**src/rtl/multicycle_adder.sv**
```systemverilog
// -----------------------------------------------------------------------------
// multicycle_adder
//
// Purpose:
//   Adds or subtracts two WIDTH-bit two's-complement operands SLICE bits per
//   clock cycle, LSB slice first, taking K = WIDTH/SLICE cycles per operation.
//   Flags (carryout, overflow, zero) are produced on the final slice and held,
//   together with sum, until the next accepted start.
//
// Configuration macro:
//   MULTICYCLE_ADDER_SATURATE_EN - when defined, a signed overflow clamps sum to
//   the most positive / most negative value (chosen by the sign of a).
//   When undefined, sum is the wrapped WIDTH-bit result.
//
// Ports:
//   clk       in   1      rising-edge clock
//   reset     in   1      synchronous active-high reset (priority over start)
//   start     in   1      request a new operation (accepted in IDLE or DONE)
//   subtract  in   1      0 = a+b, 1 = a-b
//   a, b      in   WIDTH  operands
//   busy      out  1      operation in progress
//   done      out  1      one-cycle result-valid pulse
//   sum       out  WIDTH  result (partial bits visible while busy)
//   carryout  out  1      carry out of the MSB (1 = no borrow on subtract)
//   overflow  out  1      signed overflow
//   zero      out  1      final sum equals zero
// -----------------------------------------------------------------------------
module multicycle_adder #(
  parameter int unsigned WIDTH = 32,
  parameter int unsigned SLICE = 4
) (
  input  logic             clk,
  input  logic             reset,
  input  logic             start,
  input  logic             subtract,
  input  logic [WIDTH-1:0] a,
  input  logic [WIDTH-1:0] b,
  output logic             busy,
  output logic             done,
  output logic [WIDTH-1:0] sum,
  output logic             carryout,
  output logic             overflow,
  output logic             zero
);

  localparam int unsigned K  = WIDTH / SLICE;
  localparam int unsigned CW = (K > 1) ? $clog2(K) : 1;

  typedef enum logic [1:0] {
    IDLE = 2'd0,
    RUN  = 2'd1,
    DONE = 2'd2
  } state_t;

  state_t           state_q;
  logic [WIDTH-1:0] a_q;
  logic [WIDTH-1:0] b_q;
  logic             sub_q;
  logic             carry_q;
  logic [CW-1:0]    cnt_q;
  logic [WIDTH-1:0] sum_q;
  logic             busy_q;
  logic             done_q;
  logic             carryout_q;
  logic             overflow_q;
  logic             zero_q;

  logic [31:0]      base_s;
  logic [WIDTH-1:0] b_eff_s;
  logic [WIDTH-1:0] a_shift_s;
  logic [WIDTH-1:0] b_shift_s;
  logic [SLICE-1:0] a_sl_s;
  logic [SLICE-1:0] b_sl_s;
  logic [SLICE:0]   add_s;
  logic             cin_msb_s;
  logic             last_s;
  logic [WIDTH-1:0] slice_mask_s;
  logic [WIDTH-1:0] sum_d;
  logic             overflow_d;
  logic [WIDTH-1:0] final_d;

  // Slice datapath: select the current slice, add it, and merge it into sum.
  always_comb begin
    base_s       = 32'(cnt_q) * 32'(SLICE);
    b_eff_s      = sub_q ? ~b_q : b_q;
    a_shift_s    = a_q >> base_s;
    b_shift_s    = b_eff_s >> base_s;
    a_sl_s       = a_shift_s[SLICE-1:0];
    b_sl_s       = b_shift_s[SLICE-1:0];
    add_s        = {1'b0, a_sl_s} + {1'b0, b_sl_s} + {{SLICE{1'b0}}, carry_q};
    // On the final slice the sum bit at the MSB is a^b^cin, so cin is recoverable.
    cin_msb_s    = a_sl_s[SLICE-1] ^ b_sl_s[SLICE-1] ^ add_s[SLICE-1];
    overflow_d   = cin_msb_s ^ add_s[SLICE];
    last_s       = (cnt_q == CW'(K - 1));
    slice_mask_s = WIDTH'({SLICE{1'b1}}) << base_s;
    sum_d        = (sum_q & ~slice_mask_s) | (WIDTH'(add_s[SLICE-1:0]) << base_s);
`ifdef MULTICYCLE_ADDER_SATURATE_EN
    if (overflow_d) begin
      final_d = a_q[WIDTH-1] ? {1'b1, {(WIDTH-1){1'b0}}} : {1'b0, {(WIDTH-1){1'b1}}};
    end else begin
      final_d = sum_d;
    end
`else
    final_d = sum_d;
`endif
  end

  // Control FSM with registered outputs and operand/result registers.
  always_ff @(posedge clk) begin
    if (reset) begin
      state_q    <= IDLE;
      a_q        <= {WIDTH{1'b0}};
      b_q        <= {WIDTH{1'b0}};
      sub_q      <= 1'b0;
      carry_q    <= 1'b0;
      cnt_q      <= {CW{1'b0}};
      sum_q      <= {WIDTH{1'b0}};
      busy_q     <= 1'b0;
      done_q     <= 1'b0;
      carryout_q <= 1'b0;
      overflow_q <= 1'b0;
      zero_q     <= 1'b0;
    end else begin
      case (state_q)
        IDLE, DONE: begin
          done_q <= 1'b0;
          if (start) begin
            a_q     <= a;
            b_q     <= b;
            sub_q   <= subtract;
            carry_q <= subtract;
            cnt_q   <= {CW{1'b0}};
            busy_q  <= 1'b1;
            state_q <= RUN;
          end else begin
            busy_q  <= 1'b0;
            state_q <= IDLE;
          end
        end
        RUN: begin
          carry_q <= add_s[SLICE];
          if (last_s) begin
            sum_q      <= final_d;
            carryout_q <= add_s[SLICE];
            overflow_q <= overflow_d;
            zero_q     <= (final_d == {WIDTH{1'b0}});
            busy_q     <= 1'b0;
            done_q     <= 1'b1;
            state_q    <= DONE;
          end else begin
            sum_q   <= sum_d;
            cnt_q   <= cnt_q + CW'(1);
            state_q <= RUN;
          end
        end
        default: begin
          busy_q  <= 1'b0;
          done_q  <= 1'b0;
          state_q <= IDLE;
        end
      endcase
    end
  end

  assign busy     = busy_q;
  assign done     = done_q;
  assign sum      = sum_q;
  assign carryout = carryout_q;
  assign overflow = overflow_q;
  assign zero     = zero_q;

endmodule
```
**config.mk**
```make
export PLATFORM = sky130hd
export DESIGN_NAME = multicycle_adder
export DESIGN_NICKNAME = d
export VERILOG_FILES = /design/src/rtl/multicycle_adder.sv
export SDC_FILE = /design/constraint.sdc
export NUM_CORES = 1
export LEC_CHECK = 0
export ABC_AREA = 1
export ABC_CLOCK_PERIOD_IN_PS = 3500
export CAP_MARGIN = 20
export CORE_MARGIN = 3
export CORE_UTILIZATION = 30
export CTS_CLUSTER_DIAMETER = 80
export CTS_CLUSTER_SIZE = 28
export DETAILED_ROUTE_END_ITERATION = 10
export GPL_ROUTABILITY_DRIVEN = 0
export GPL_TIMING_DRIVEN = 0
export PLACE_DENSITY = 0.51
export RECOVER_POWER = 50
export SLEW_MARGIN = 20
export SYNTH_ARGS = -nofsm -noshare
export SYNTH_HDL_FRONTEND = slang
export SYNTH_SLANG_ARGS = --single-unit
export TNS_END_PERCENT = 10
```
**constraint.sdc**
```tcl
create_clock -name clk -period 3.5 [get_ports clk]
set_input_delay 0.7 -clock clk [delete_from_list [all_inputs] [get_ports clk]]
set_output_delay 0.7 -clock clk [all_outputs]
set_load 0.1 [all_outputs]
```
==> run summary, run 1 <==
The flow ran to the end, and the final reports show no timing, DRC or antenna violations. Dividing total power by cell area gives a power density of 483 nW/um^2. The area added between synthesis and finish came out at 39.2%. The headroom to the max-slew limit came out at 0.346.

The net count of the mapped netlist came out at 851. The fraction of final layout cells sized beyond drive strength 1 is 0.113. The worst hold path belongs to the class reg -> reg. The maximum clock frequency came out at 0.290 GHz. The arrival time of data at the critical path endpoint came out at 3.74 ns. The number of antenna cells inserted came out at 0.

The number of antenna violations at the first check in global routing came out at 0. For this run, the leading register cell type out of synthesis is sky130_fd_sc_hd__dfxtp_1. The switching part of the total came out at 0.346. The count of synthesis-stage warnings from yosys is 0. The remaining design rule violation count is 0. The number of routed nets with antenna violations is 0. The via count came out at 5366. The class of the most critical setup path is reg -> reg.

The number of distinct library cells after synthesis is 40. The kind of start point of the critical path is a flip-flop. Across all setup checks in the final design, the least slack found is 0.0567 ns.

Along the worst hold path, the cell count comes to 2. Across every metal layer, demand over resource in global routing totals 0.174. The switching component of the power is 1.24 mW.

The final total power is 3.59 mW. The clock net sink count came out at 108. Setup repair after global routing could not meet its margin everywhere. For this design the top-level I/O count stands at 105. The total cell area at the placement stage is 6650 sq um. In this run, the number of DRC markers left after iteration 0 of detailed routing was 390. The share of synthesized area occupied by flip-flops and latches came out at 0.405. The chip height came out at 139 um. Buffers placed on the I/O ports in this run total 103. Cell internal power was estimated by the tool at 2.35 mW. The worst endpoint required time came out at 3.80 ns. Counting the buffers created by CTS gives 9.

The die covers 19400 sq um. In this run the deepest clock path goes through 2 buffers. The time the worst path needs with I/O delays and setup came out at 3.44 ns. The wire length of the first global-routing pass came out at 26900 um. The final worst clock skew came out at 0.0109 ns. The via count of the first global-routing pass was 5009. The total setup violations reported at the end of the flow is 0. The hold violation count in the final report is 0. In this run, placement finished with an instance count of 1100. The count of standard-cell rows is 48.

The clock tree root buffer cell is sky130_fd_sc_hd__clkbuf_16. Of the total power, registers draw 0.387. The die span in x is 139 um. The HPWL reported at the end of detailed placement is 12900 um. The total count of max-transition violations in the final report came out at 0. The number of synthesized register bits is 108. The maximum fanout along the worst path came out at 7. The final layout net count came out at 989.

The leakage power figure came out at 3.22 nW. The average vias per placed instance is 4.71. TritonCTS built the clock tree. The mapped netlist covers 5340 sq um.

The worst-skew pair later-pin latency came out at 0.36 ns. The wire length per cell came out at 15.2 um. Of the total power, the clock network draws 0.314. At the end of the flow the core is filled with cells to 0.428. The cell count after synthesis came out at 772.

The clock-pin slew of the registers on the worst-case setup and hold paths is 0.08 ns. Yosys mapped a number of flops with a built-in enable equal to 0. The count of H-tree levels built during CTS came out at 3. For this configuration, the core starts out at a cell density of 0.308. The post-route standard cell area excluding fillers is 7430 sq um. The highest ir drop seen on vdd is 0.000290 V. The placeable core region came out at 17400 sq um. The total iterations of the first detailed-routing run came out at 5. The element type at the critical path end is a flip-flop. The final clock period utilization by the worst path is 0.984. OpenSTA, run right after detailed placement, puts the worst setup slack at -0.338 ns. The proportion of power drawn by combinational gates came out at 0.299.

Entering global routing, the biggest net connects 20 pins. The share of synthesized registers carrying an async set or reset is 0. The overall overflow remaining after global route is 0. The path depth of the worst reg2reg path came out at 20. The total detailed-routing wirelength came out at 17400 um. The number of violations of the max-capacitance limit is 0.

The slew at the pin closest to its max-slew limit came out at 0.978 ns. The synthesized area per cell came out at 6.92 sq um. Excluding fillers, the count of instances in the completed layout stands at 1140.
[layout make-up]
class / instances / area [sq um]
clock inverter: 5 / 82.6
inverter: 72 / 289
fill: 1857 / 9920
sequential: 108 / 2170
multi-input combinational: 538 / 2710
tap: 225 / 282
buffer: 51 / 387
timing repair buffer: 130 / 1270
clock buffer: 11 / 243
[cell families after synthesis]
family / share of synthesized area
xor gates and xnor gates: 0.00656
DFF: 0.405
AOI/OAI and AO/OA: 0.190
buffers and inverters: 0.106
adders and majority gates: 0.0286
and+or+nand+nor: 0.264
[repair_timing]
item	4_1_cts	5_1_grt
pin swaps	1	14
setup buffers	2	23
hold buffers	0	0
cloned	0	2
resized for setup	23	48
setup endpoints to repair	1	1
endpoints found under the hold margin	0	0
[per-stage QoR]
step                setup TNS (ns)  hold WS [ns]
global placement            -0.348         0.456
finish                           0         0.481
floorplan                        0         0.449
detailed placement          -0.338         0.466
CTS                              0         0.484
global route                -0.185         0.509
[state kept, by name (all words and copies together), names as in the netlist, 2 cells and up]
| register | flops |
|---|---|
| cnt_q | 3 |
| b_q | 32 |
| a_q | 32 |
| state_q | 2 |
| sum | 32 |
[synth_stat cells, types with 3 or more instances]
library cell	count	area [sq um]
sky130_fd_sc_hd__nor2_1	212	796
sky130_fd_sc_hd__dfxtp_1	108	2160
sky130_fd_sc_hd__o21ai_0	108	541
sky130_fd_sc_hd__nand2_1	81	304
sky130_fd_sc_hd__inv_1	64	240
sky130_fd_sc_hd__clkbuf_1	29	109
sky130_fd_sc_hd__a21oi_1	26	130
sky130_fd_sc_hd__nand3_1	20	100
sky130_fd_sc_hd__nand4_1	17	106
sky130_fd_sc_hd__buf_2	13	65.1
sky130_fd_sc_hd__o211ai_1	11	82.6
sky130_fd_sc_hd__o21ai_1	10	50.1
sky130_fd_sc_hd__ha_1	9	113
sky130_fd_sc_hd__a221oi_1	7	61.3
sky130_fd_sc_hd__o22ai_1	7	43.8
sky130_fd_sc_hd__buf_6	6	67.6
sky130_fd_sc_hd__xor2_1	4	35.0
sky130_fd_sc_hd__a31oi_1	3	18.8
sky130_fd_sc_hd__buf_4	3	22.5
sky130_fd_sc_hd__clkinv_1	3	11.3
sky130_fd_sc_hd__inv_2	3	11.3
sky130_fd_sc_hd__nand3_2	3	30.0
[final timing paths]
kind / startpoint / slack [ns] / to
setup / recovery: cnt_q[0] / 0.06 / zero
hold / removal: a_q[24] / 0.48 / a_q[24]
setup reg to reg: cnt_q[0] / 0.06 / zero
hold reg to reg: a_q[24] / 0.48 / a_q[24]
[cells in the final DEF (no fill, tap or decap), drive strengths merged, types with 23 or more instances in the layout]
| cell | count |
|---|---|
| a21oi | 28 |
| buf | 48 |
| clkbuf | 41 |
| clkdlybuf4s50 | 102 |
| dfxtp | 108 |
| inv | 70 |
| nand2 | 84 |
| nand3 | 23 |
| nor2 | 214 |
| o21ai | 120 |
[layer usage]
metal	global-route usage	wire (um)	part of all wire
met3	0.0309	875	0.050
met5	0	0	0
met1	0.243	8420	0.48
met2	0.276	7800	0.45
met4	0.0551	263	0.015
[power groups by stage]
| stage | combinational, mW | clock [mW] | sequential [mW] |
|---|---|---|---|
| after floorplan | 0.468 | 0 | 1.61 |
| after global placement | 0.973 | 0 | 1.42 |
| after detailed placement | 0.976 | 0 | 1.42 |
| after CTS | 0.992 | 1.16 | 1.39 |
| after global routing | 1.17 | 1.21 | 1.41 |
| final | 1.07 | 1.13 | 1.39 |
[worst max-delay path: stages (launching register included)]
cell,delay (ns)
sky130_fd_sc_hd__dfxtp_4,0.44
sky130_fd_sc_hd__buf_8,0.14
sky130_fd_sc_hd__buf_12,0.12
sky130_fd_sc_hd__a21oi_4,0.06
sky130_fd_sc_hd__a221oi_2,0.31
sky130_fd_sc_hd__nor2_2,0.09
sky130_fd_sc_hd__xor2_2,0.16
sky130_fd_sc_hd__fa_2,0.42
sky130_fd_sc_hd__fa_2,0.60
sky130_fd_sc_hd__inv_4,0.06
sky130_fd_sc_hd__nand3_4,0.07
sky130_fd_sc_hd__nor2_1,0.06
sky130_fd_sc_hd__a21oi_2,0.11
sky130_fd_sc_hd__nand2_1,0.06
sky130_fd_sc_hd__nor2_1,0.13
sky130_fd_sc_hd__nand2_1,0.06
sky130_fd_sc_hd__nor2_1,0.12
sky130_fd_sc_hd__nand2_1,0.07
sky130_fd_sc_hd__nor2_1,0.09
sky130_fd_sc_hd__nand2_1,0.07
sky130_fd_sc_hd__a21oi_2,0.13
Power figures use the tool's default switching activity.
==> run 2, diff against run 1 <==
- CELL_PAD_IN_SITES_DETAIL_PLACEMENT: unset -> 1
- CELL_PAD_IN_SITES_GLOBAL_PLACEMENT: unset -> 2
- CORE_UTILIZATION: 30 -> 28
- PLACE_DENSITY: 0.51 -> 0.79
==> run 2 against run 1 <==
Setup slack better by 0.0051 ns. Count of clock-buffer cells in the layout decreased by 1. Largest power group unchanged. Die area grew 6.8%. Hold slack better by 0.0018 ns. Cell count increased by 0.35%. Final area decreased by 1.1%.
==> run summary, run 2 (synthesis gave the netlist of run 1 again) <==
The remaining design rule violation count is 0 (unchanged). The slowest cell on the critical path was sky130_fd_sc_hd__fa_1 (was sky130_fd_sc_hd__fa_2). The number of antenna violations at the first check in global routing is 0 (unchanged). The time the worst path needs with I/O delays and setup came out at 3.44 ns (about the same). The wire length of the first global-routing pass came out at 31300 um (was 26900 um). Among the stages of the critical path, the cell type that occurs most often is sky130_fd_sc_hd__nor2_1. The largest stage delay on the critical path was 0.56 ns (was 0.60 ns). The number of buffers added on ports was 103 (unchanged). The total setup violations reported at the end of the flow is 0 (unchanged). The placeable core region came out at 18300 sq um (was 17400 sq um). The worst setup path startpoint is cnt_q[0] (unchanged).

The effective utilization at floorplan came out at 0.291 (was 0.308). The total iterations of the first detailed-routing run is 4 (was 5). The slew at the pin closest to its max-slew limit is 0.984 ns (was 0.978 ns). The smallest setup slack after layout came out at 0.0618 ns (was 0.0567 ns). The die span in x is 144 um (was 139 um). The final-layout setup total negative slack came out at 0 ns (unchanged). The final clock period utilization by the worst path came out at 0.982 (was 0.984). The routed length on met3 is 655 um (was 875 um). The post-route standard cell area excluding fillers is 7350 sq um (was 7430 sq um). Setup repair after global routing missed its margin: yes (unchanged).

List of cells traversed by the critical path: buf_8 -> buf_12 -> a21oi_4 -> a221oi_4 -> nor2_2 -> xor2_2 -> fa_2 -> fa_1 -> inv_2 -> nand3_2 -> nor2_1 -> nor2_1 -> nand3_1 -> nor2_1 -> nand2_1 -> nor2_1 -> nand2_1 -> nor2_1 -> nand2_1 -> a21oi_2 (was buf_8 -> buf_12 -> a21oi_4 -> a221oi_2 -> nor2_2 -> xor2_2 -> fa_2 -> fa_2 -> inv_4 -> nand3_4 -> nor2_1 -> a21oi_2 -> nand2_1 -> nor2_1 -> nand2_1 -> nor2_1 -> nand2_1 -> nor2_1 -> nand2_1 -> a21oi_2). The number of placed I/O pins is 105 (unchanged). The total cell area at the placement stage came out at 6660 sq um (was 6650 sq um). The final worst clock skew is 0.00760 ns (was 0.0109 ns). The chip height came out at 144 um (was 139 um). The clock tree from TritonCTS was yes (unchanged). The number of buffers and inverters on the critical path is 3 (unchanged).

The number of buffers on the longest clock path is 2 (unchanged). The top metal layer carrying routed signals is met4 (unchanged). The most common cell after layout, fill and taps aside is sky130_fd_sc_hd__nor2_1 (unchanged). The worst slack after detailed placement is -0.695 ns (was -0.338 ns). The clock-pin slew of the registers on the worst-case setup and hold paths is 0.08 ns (about the same).

The number of buffers inserted for hold repair after clock tree synthesis was 0 (unchanged). The class of the tightest hold or removal check is reg -> reg (unchanged). The element type at the critical path end is a flip-flop (unchanged). The headroom to the max-slew limit is 0.342 (was 0.346). The number of violations of the max-capacitance limit came out at 0 (unchanged). The count of standard-cell rows came out at 49 (was 48). The via count of the first global-routing pass is 5907 (was 5009).

Most used cells in the layout excluding fill and tap cells: sky130_fd_sc_hd__nor2_1, sky130_fd_sc_hd__o21ai_0, sky130_fd_sc_hd__dfxtp_1, sky130_fd_sc_hd__clkdlybuf4s50_1, sky130_fd_sc_hd__nand2_1 (unchanged). The overall overflow remaining after global route is 0 (unchanged). The total count of max-transition violations in the final report is 0 (unchanged). The average vias per placed instance is 4.90 (was 4.71). The detailed-routing wirelength on met1 is 8990 um (was 8420 um). The hold violation count in the final report is 0 (unchanged). The kind of start point of the critical path is a flip-flop (unchanged).

The highest ir drop seen on vdd is 0.000233 V (was 0.000290 V). The pin count of the biggest net entering global routing came out at 19 (was 20). The number of routed nets with antenna violations is 0 (unchanged).

The count of H-tree levels built during CTS came out at 3 (unchanged). The worst endpoint required time is 3.80 ns (about the same). The total power density per cell area came to 476 nW/um^2 (was 483 nW/um^2). The HPWL reported at the end of detailed placement is 15100 um (was 12900 um). The arrival time of data at the critical path endpoint came to 3.74 ns (about the same). The final layout net count is 989 (unchanged). The worst reg2reg path startpoint is cnt_q[0] (unchanged). The number of antenna cells inserted came out at 0 (unchanged).

The fraction of final layout cells sized beyond drive strength 1 came out at 0.118 (was 0.113). The via count is 5606 (was 5366). The total CTS buffers was 9 (unchanged). The worst-skew pair later-pin latency is 0.37 ns (was 0.36 ns). The number of filler cells placed in the layout is 2297 (was 1857). The maximum fanout along the worst path is 6 (was 7). The area added between synthesis and finish was 37.6% (was 39.2%). The area enclosed by the die boundary came out at 20800 sq um (was 19400 sq um). Result of the run: complete, no violations (unchanged). The total detailed-routing wirelength is 19800 um (was 17400 um). The clock tree root buffer cell is sky130_fd_sc_hd__clkbuf_16 (unchanged). The overall routing resource usage is 0.196 (was 0.174). The leakage power figure is 3.16 nW (was 3.22 nW). The wire length per cell is 17.4 um (was 15.2 um).

The worst slack on hold paths came out at 0.483 ns (was 0.481 ns). The maximum clock frequency is 0.291 GHz (was 0.290 GHz). The total length of routed met2 wires came to 9820 um (was 7800 um). The class of the most critical setup path was reg -> reg (unchanged).

The critical path's top delay family is simple AND/OR/NAND/NOR gates (was adder cells). The starting DRC count in detailed routing came to 319 (was 390). The clock net sink count came to 108 (unchanged). The launch instance of the worst min-delay path was a_q[22] (was a_q[24]).
[run 2: metrics by stage]
stage	utilization	power [mW]	cells
6_report	0.401	3.50	1144
5_1_grt	0.401	3.69	1144
4_1_cts	0.397	3.50	1139
3_5_place_dp	0.363	2.42	1104
3_3_place_gp	0.363	2.40	1104
2_1_floorplan	-	2.08	772
[run 2: worst min-delay path: cells and delay by family (launching register included)]
kind | cells | cell delay, ns
flops | 1 | 0.33
simple gates | 2 | 0.13
[run 2: report_power, final]
part           leakage [nW]  internal (mW)  total [mW]  switching, mW
combinational          2.13          0.373        1.09          0.720
clock                 0.135          0.508        1.01          0.506
sequential            0.893           1.32        1.39         0.0668
total                  3.16           2.21        3.50           1.29
[run 2: area by class of cell]
class | instances | area (sq um) | area share
buffer | 51 | 372 | 0.0506
inverter | 72 | 282 | 0.0383
multi-input combinational | 538 | 2720 | 0.371
clock inverter | 6 | 46.3 | 0.00630
clock buffer | 10 | 239 | 0.0325
timing repair buffer | 130 | 1230 | 0.167
sequential | 108 | 2170 | 0.295
tap | 229 | 287 | 0.0390
[run 2: worst paths after layout]
| path | depth (start not counted) | slack (ns) | to |
|---|---|---|---|
| setup / recovery | 20 | 0.06 | zero |
| hold reg to reg | 2 | 0.48 | a_q[22] |
| hold / removal | 2 | 0.48 | a_q[22] |
| setup reg to reg | 20 | 0.06 | zero |
[run 2: what timing repair did]
action,CTS,global route
pin swaps,13,16
setup endpoints to repair,25,1
buffers inserted,21,6
resized for setup,59,12
[run 2: routing by layer]
layer	GRT usage	vias to the layer above
met5	0	-
met4	0.0679	0
met3	0.0321	21
met2	0.341	111
met1	0.245	2688
li1	-	2786
